$ cat src/rtl/uart_pkg.sv
// Shared UART constants and types used by the FIFO, its interface and the register block.
package uart_pkg;

  localparam int UART_DATA_BITS  = 8;
  localparam int UART_LEVEL_W    = 8;
  localparam int UART_FIFO_DEPTH = 16;

  // Values for the FIFO THRESH_MODE parameter.
  localparam int THRESH_GE = 0;  // RX: flag when level >= threshold
  localparam int THRESH_LE = 1;  // TX: flag when level <= threshold

  typedef logic [UART_DATA_BITS-1:0] uart_byte_t;
  typedef logic [UART_LEVEL_W-1:0]   uart_level_t;

endpackage

$ cat src/rtl/uart_fifo_if.sv
// Handshake and status bundle between a UART FIFO and its producer/consumer logic.
interface uart_fifo_if
  import uart_pkg::*;
#(
  parameter int DATA_BITS = UART_DATA_BITS
) ();

  logic                 flush;
  logic                 wr_en;
  logic [DATA_BITS-1:0] wr_data;
  logic                 rd_en;
  logic [DATA_BITS-1:0] rd_data;
  logic                 full;
  logic                 empty;
  uart_level_t          level;
  uart_level_t          threshold;
  logic                 threshold_reached;
  logic                 overrun;
  logic                 underrun;

  // Side that owns the FIFO storage.
  modport slave (
    input  flush, wr_en, wr_data, rd_en, threshold,
    output rd_data, full, empty, level, threshold_reached, overrun, underrun
  );

  // Side that pushes, pops and watches status.
  modport master (
    output flush, wr_en, wr_data, rd_en, threshold,
    input  rd_data, full, empty, level, threshold_reached, overrun, underrun
  );

endinterface

$ cat src/rtl/uart_fifo_mem.sv
// DEPTH x DATA_BITS register array: synchronous write, asynchronous read, no reset.
module uart_fifo_mem
  import uart_pkg::*;
#(
  parameter int DATA_BITS = UART_DATA_BITS,
  parameter int DEPTH     = UART_FIFO_DEPTH,
  localparam int ADDR_W   = $clog2(DEPTH)
) (
  input  logic                 clk,
  input  logic                 we,
  input  logic [ADDR_W-1:0]    waddr,
  input  logic [DATA_BITS-1:0] wdata,
  input  logic [ADDR_W-1:0]    raddr,
  output logic [DATA_BITS-1:0] rdata
);

  logic [DATA_BITS-1:0] mem [DEPTH];

  // Store the pushed word; contents survive reset and flush by design.
  always_ff @(posedge clk) begin
    if (we) begin
      mem[waddr] <= wdata;
    end
  end

  assign rdata = mem[raddr];

endmodule

$ cat src/rtl/uart_fifo.sv
// First-word-fall-through byte FIFO with level/threshold status, sticky overrun
// and a one-cycle underrun pulse. Used for both the TX and RX paths.
module uart_fifo
  import uart_pkg::*;
#(
  parameter int DATA_BITS   = UART_DATA_BITS,
  parameter int DEPTH       = UART_FIFO_DEPTH,
  parameter int THRESH_MODE = THRESH_GE
) (
  input logic        clk,
  input logic        rst,
  uart_fifo_if.slave bus
);

  localparam int PTR_W = $clog2(DEPTH);
  localparam int CNT_W = PTR_W + 1;

  logic [PTR_W-1:0] rd_ptr;
  logic [PTR_W-1:0] wr_ptr;
  logic [CNT_W-1:0] count;
  logic             overrun_q;
  logic             underrun_q;
  logic             full_w;
  logic             empty_w;
  logic             push_ok;
  logic             pop_ok;
  logic             mem_we;

  // Compare direction is fixed per instance: RX wants "at least", TX wants "at most".
  function automatic logic thresh_hit(input uart_level_t lvl, input uart_level_t thr);
    if (THRESH_MODE == THRESH_LE) begin
      return lvl <= thr;
    end
    return lvl >= thr;
  endfunction

  assign full_w  = (count == CNT_W'(DEPTH));
  assign empty_w = (count == '0);

  // A push into a full FIFO is only legal when a pop frees the slot in the same cycle;
  // a pop from an empty FIFO is refused even if a push arrives alongside it.
  assign pop_ok  = bus.rd_en & ~empty_w;
  assign push_ok = bus.wr_en & (~full_w | bus.rd_en);
  assign mem_we  = push_ok & ~bus.flush & ~rst;

  uart_fifo_mem #(
    .DATA_BITS (DATA_BITS),
    .DEPTH     (DEPTH)
  ) u_mem (
    .clk   (clk),
    .we    (mem_we),
    .waddr (wr_ptr),
    .wdata (bus.wr_data),
    .raddr (rd_ptr),
    .rdata (bus.rd_data)
  );

  // Pointer, occupancy and error-flag state; flush clears exactly what reset clears.
  always_ff @(posedge clk) begin
    if (rst || bus.flush) begin
      rd_ptr     <= '0;
      wr_ptr     <= '0;
      count      <= '0;
      overrun_q  <= 1'b0;
      underrun_q <= 1'b0;
    end else begin
      if (push_ok) begin
        wr_ptr <= wr_ptr + PTR_W'(1);
      end
      if (pop_ok) begin
        rd_ptr <= rd_ptr + PTR_W'(1);
      end
      case ({push_ok, pop_ok})
        2'b10:   count <= count + CNT_W'(1);
        2'b01:   count <= count - CNT_W'(1);
        default: count <= count;
      endcase
      if (bus.wr_en && full_w && !bus.rd_en) begin
        overrun_q <= 1'b1;
      end
      underrun_q <= bus.rd_en & empty_w;
    end
  end

  assign bus.full              = full_w;
  assign bus.empty             = empty_w;
  assign bus.level             = UART_LEVEL_W'(count);
  assign bus.threshold_reached = thresh_hit(UART_LEVEL_W'(count), bus.threshold);
  assign bus.overrun           = overrun_q;
  assign bus.underrun          = underrun_q;

endmodule

$ cat src/flat_wrapper.sv
// flat-port wrapper written by rule: the top's interface ports become plain ports
module uart_fifo_flat import uart_pkg::*;
#(
  parameter int DATA_BITS   = UART_DATA_BITS,
  parameter int DEPTH       = UART_FIFO_DEPTH,
  parameter int THRESH_MODE = THRESH_GE
)
  (clk, rst, bus_flush, bus_wr_en, bus_wr_data, bus_rd_en, bus_threshold, bus_rd_data, bus_full, bus_empty, bus_level, bus_threshold_reached, bus_overrun, bus_underrun);
  uart_fifo_if #(.DATA_BITS(DATA_BITS)) bus_i ();
  input logic clk;
  input logic rst;
  input wire logic [$bits(bus_i.flush)-1:0] bus_flush;
  input wire logic [$bits(bus_i.wr_en)-1:0] bus_wr_en;
  input wire logic [$bits(bus_i.wr_data)-1:0] bus_wr_data;
  input wire logic [$bits(bus_i.rd_en)-1:0] bus_rd_en;
  input wire logic [$bits(bus_i.threshold)-1:0] bus_threshold;
  output wire logic [$bits(bus_i.rd_data)-1:0] bus_rd_data;
  output wire logic [$bits(bus_i.full)-1:0] bus_full;
  output wire logic [$bits(bus_i.empty)-1:0] bus_empty;
  output wire logic [$bits(bus_i.level)-1:0] bus_level;
  output wire logic [$bits(bus_i.threshold_reached)-1:0] bus_threshold_reached;
  output wire logic [$bits(bus_i.overrun)-1:0] bus_overrun;
  output wire logic [$bits(bus_i.underrun)-1:0] bus_underrun;
  assign bus_i.flush = bus_flush;
  assign bus_i.wr_en = bus_wr_en;
  assign bus_i.wr_data = bus_wr_data;
  assign bus_i.rd_en = bus_rd_en;
  assign bus_i.threshold = bus_threshold;
  assign bus_rd_data = bus_i.rd_data;
  assign bus_full = bus_i.full;
  assign bus_empty = bus_i.empty;
  assign bus_level = bus_i.level;
  assign bus_threshold_reached = bus_i.threshold_reached;
  assign bus_overrun = bus_i.overrun;
  assign bus_underrun = bus_i.underrun;
  uart_fifo #(.DATA_BITS(DATA_BITS), .DEPTH(DEPTH), .THRESH_MODE(THRESH_MODE)) u_core (.clk(clk), .rst(rst), .bus(bus_i));
endmodule
$ cat config.mk
export PLATFORM = sky130hd
export DESIGN_NAME = uart_fifo_flat
export DESIGN_NICKNAME = d
export VERILOG_FILES = /design/src/rtl/uart_pkg.sv /design/src/rtl/uart_fifo_if.sv /design/src/rtl/uart_fifo_mem.sv /design/src/rtl/uart_fifo.sv /design/src/flat_wrapper.sv
export SDC_FILE = /design/constraint.sdc
export NUM_CORES = 1
export LEC_CHECK = 0
export BUFFER_PORTS_ARGS = -buffer_cell sky130_fd_sc_hd__buf_4
export CORE_UTILIZATION = 38
export DETAILED_ROUTE_END_ITERATION = 10
export GPL_TIMING_DRIVEN = 1
export MAX_ROUTING_LAYER = met4
export PLACE_DENSITY = 0.65
export SYNTH_ARGS = -nofsm -noshare
export SYNTH_HDL_FRONTEND = slang
export SYNTH_SLANG_ARGS = --single-unit
$ cat constraint.sdc
create_clock -name clk -period 3.9 [get_ports clk]
set_input_delay 0.39 -clock clk [delete_from_list [all_inputs] [get_ports clk]]
set_output_delay 0.39 -clock clk [all_outputs]
set_load 0.01 [all_outputs]
==> results.md <==
- Die Height: roughly 130 µm
- Worst min path class: input pin to register
- Design Power: around 0.0033 W
- CP Capture Type: register
- Drt total wl: around 12000 µm
- First-pass GRT wire length: between 15000 and 20000 µm
- GPL Wtd Cong: between 0.7 and 0.8
- WL/cell: between 15 and 20 µm
- Unrepaired setup endpoints after global routing: false
- CP arrival: ~3400 ps
- Area delta synth->final: 18.0%
- Crit path max fanout: 12
- Period utilization: about four fifths
- Main flop type after synthesis: edfxtp_1
- Power density over cell area: approximately 460 nW/µm²
- Worst-path clk slew: 60 ps
- Slew Limit Fails: 0
- DRT iter0 DRCs: 270
- Syn. warnings: 0
- Postcts setup bufs: 0
- Worst skew pair latency: roughly 420 ps
- Fin Setup TNS: 0 ps
- Unique masters post-synth: 45
- Core Region: around 15000 µm²
- Ant diodes: 0
- Die area: 16600 µm²
- VDD IR-drop max: approximately 310 µV
- CTS tree: yes
- Status: finished, final reports clean
- IO Port Bufs: 38
- Crit path time final: slightly above 3000 ps
- Nets@finish: 440
- Worst slew pin tran: about 730 ps
- Required time of the critical path: 4240 ps
- Number of buffers created by CTS: 17
- Final Hold Viols: 0
- Share of post-route cells with drive strength above 1: 29.0%
- Total global-route track usage: between 10% and 20%
- Initial Util: 39.5%
- Vias in the first global route: between 3000 and 4000
- Slew HR: between 50% and 60%
- Type of the worst setup path: register to register
- Final setup viols: 0
- CTS root buf: clkbuf_16
- Post-CTS resize count: 0
- Leakage: about 2.4 nW
- Post-synth top area cell: edfxtp_1
- Hold buffers post-CTS: 0
- DP Wirelength: between 7000 and 8000 µm
- Clk sinks: about 150
- Post-synthesis register bit count: 147
- Post-synthesis average cell area: 17.1 µm²
- Final Skew: between 20 and 25 ps
- Post-Syn Instances: 356
- Bufs on Longest Clock Path: 2
- EDFF count, synth: roughly 130
- Max Cap Viol: 0
- Seq/Total Area, Yosys: roughly 70%
- Initial antenna violation count: 0
- Total grt overflow: 0
- Site row count: 45
- Vias: ~3300
- Max Clk Rate: 328 MHz
- Synth area leaders: edfxtp_1 63%, mux4_2 12%, dfxtp_1 6.2%
- Netlist Area Pre-Place: slightly above 6000 µm²
- H-tree levels: 4
- Length of the first detailed-routing pass in iterations: 7
- Synth async-reset ratio: 0%
- Top-area cell type share of the netlist area: around 63%
- Die X-Extent: 129 µm
- Setup crit start kind: register
- IO Pins: 42
- Largest net degree at the start of global routing: 26
- Vias per std cell: between 5 and 6
- Post-route ant nets: 0
- Post-route DRC: 0
- FILL cells: 1356
## metal layers
| metal | routed length [µm] | track usage (%) |
|---|---|---|
| met1 | 4990 | 19.6 |
| met2 | 6040 | 26.5 |
| met3 | 729 | 4.24 |
| met4 | 80 | 4.57 |
| met5 | 0 | - |
## synth_stat cells, types with 2 or more instances
library cell and count:
edfxtp_1 128, mux4_2 32, dfxtp_1 19, nand2_1 18, a22oi_1 16, ha_1 14
nor2_1 12, clkbuf_1 11, nor4_1 11, and2_1 10, inv_1 10, nand3_1 7
o21ai_0 7, a21oi_1 5, buf_4 4, or3_1 4, xor2_1 4, buf_2 3
nand2b_1 3, a21o_1 2, and3_1 2, buf_1 2, buf_6 2, mux2i_1 2
nand3b_1 2, nand4_1 2, nor2b_1 2, nor3_1 2, o211ai_1 2, o21ai_2 2
xnor2_1 2
## cell usage in the layout, fill, tap and decap left out, types with 3 or more instances in the layout
master,netlist,routed
nand3_1,7,7
nor2_1,12,12
conb_1,1,3
nand2b_1,3,3
edfxtp_1,128,128
o21ai_0,7,7
a21oi_1,5,5
nor4_1,11,7
nor4_2,0,4
clkbuf_16,0,17
a22oi_1,16,16
buf_4,4,50
or3_1,4,4
dfxtp_1,19,18
mux4_2,32,32
xor2_1,4,4
inv_1,10,10
ha_1,14,14
and2_1,10,10
nand2_1,18,18
## power by group
part / leakage [nW] / internal, W / switching [W]
logic: 0.862 / 0.0000568 / 0.0000766
clock network: 0.261 / 0.000874 / 0.000608
registers: 1.31 / 0.00171 / 0.00000653
total: 2.43 / 0.00265 / 0.000692
## metrics by stage
stage,std cells,hold slack (ps),utilization [%],setup WS (ps),area (µm²)
after global routing,628,270,46.7,716,7200
after global placement,597,459,43.2,1050,6660
after detailed placement,597,472,43.2,915,6660
after floorplan,358,459,-,973,6110
after CTS,628,260,46.7,907,7200
final,628,271,46.7,852,7200
## final timing paths
| check | cells past startpoint | slack [ps] | startpoint | endpoint |
|---|---|---|---|---|
| worst max-delay path | 10 | 850 | u_core.count[2]$_SDFFE_PP0P_ | u_core.count[2]$_SDFFE_PP0P_ |
| worst max register to register | 10 | 850 | u_core.count[2]$_SDFFE_PP0P_ | u_core.count[2]$_SDFFE_PP0P_ |
| worst min register to register | 2 | 500 | u_core.wr_ptr[2]$_SDFFE_PP0P_ | u_core.wr_ptr[2]$_SDFFE_PP0P_ |
| worst min-delay path | 1 | 270 | bus_wr_data[4] | u_core.u_mem.mem[7][4]$_DFFE_PP_ |
## registers in the layout, summed over array words and instances, names as in the netlist, named ones only
register,flops
u_core.wr_ptr,4
u_core.bus.overrun,1
u_core.u_mem.mem,128
u_core.bus.underrun,1
u_core.count,5
u_core.rd_ptr,4
## critical path: stages (launching register included)
cell,delay [ps]
dfxtp_1,410
or4_4,630
o21ai_2,270
inv_1,110
ha_1,310
xor2_1,180
ha_1,210
a21o_1,190
xnor2_1,150
or3_1,320
a21oi_1,180
## logic make-up after synthesis
family / synth area share [%]
other: 0.0615
AO/OA/AOI/OAI: 5.15
AND/OR/NAND/NOR: 7.16
multiplexers: 12.1
adder cells (fa/ha/maj): 2.87
buffers and inverters: 2.52
XOR/XNOR: 0.861
flip-flops: 69.2
## final cells by class
cell class                      count  area, µm²  share of cell area (%)
Tap cell                          211        264                    3.67
Multi-Input combinational cell    179       1760                    24.4
Timing Repair Buffer               50        375                    5.21
Inverter                           10       37.5                   0.521
Sequential cell                   147       4230                    58.7
Clock inverter                     12        109                    1.51
Clock buffer                       19        433                    6.01
Power figures use the tool's default switching activity.
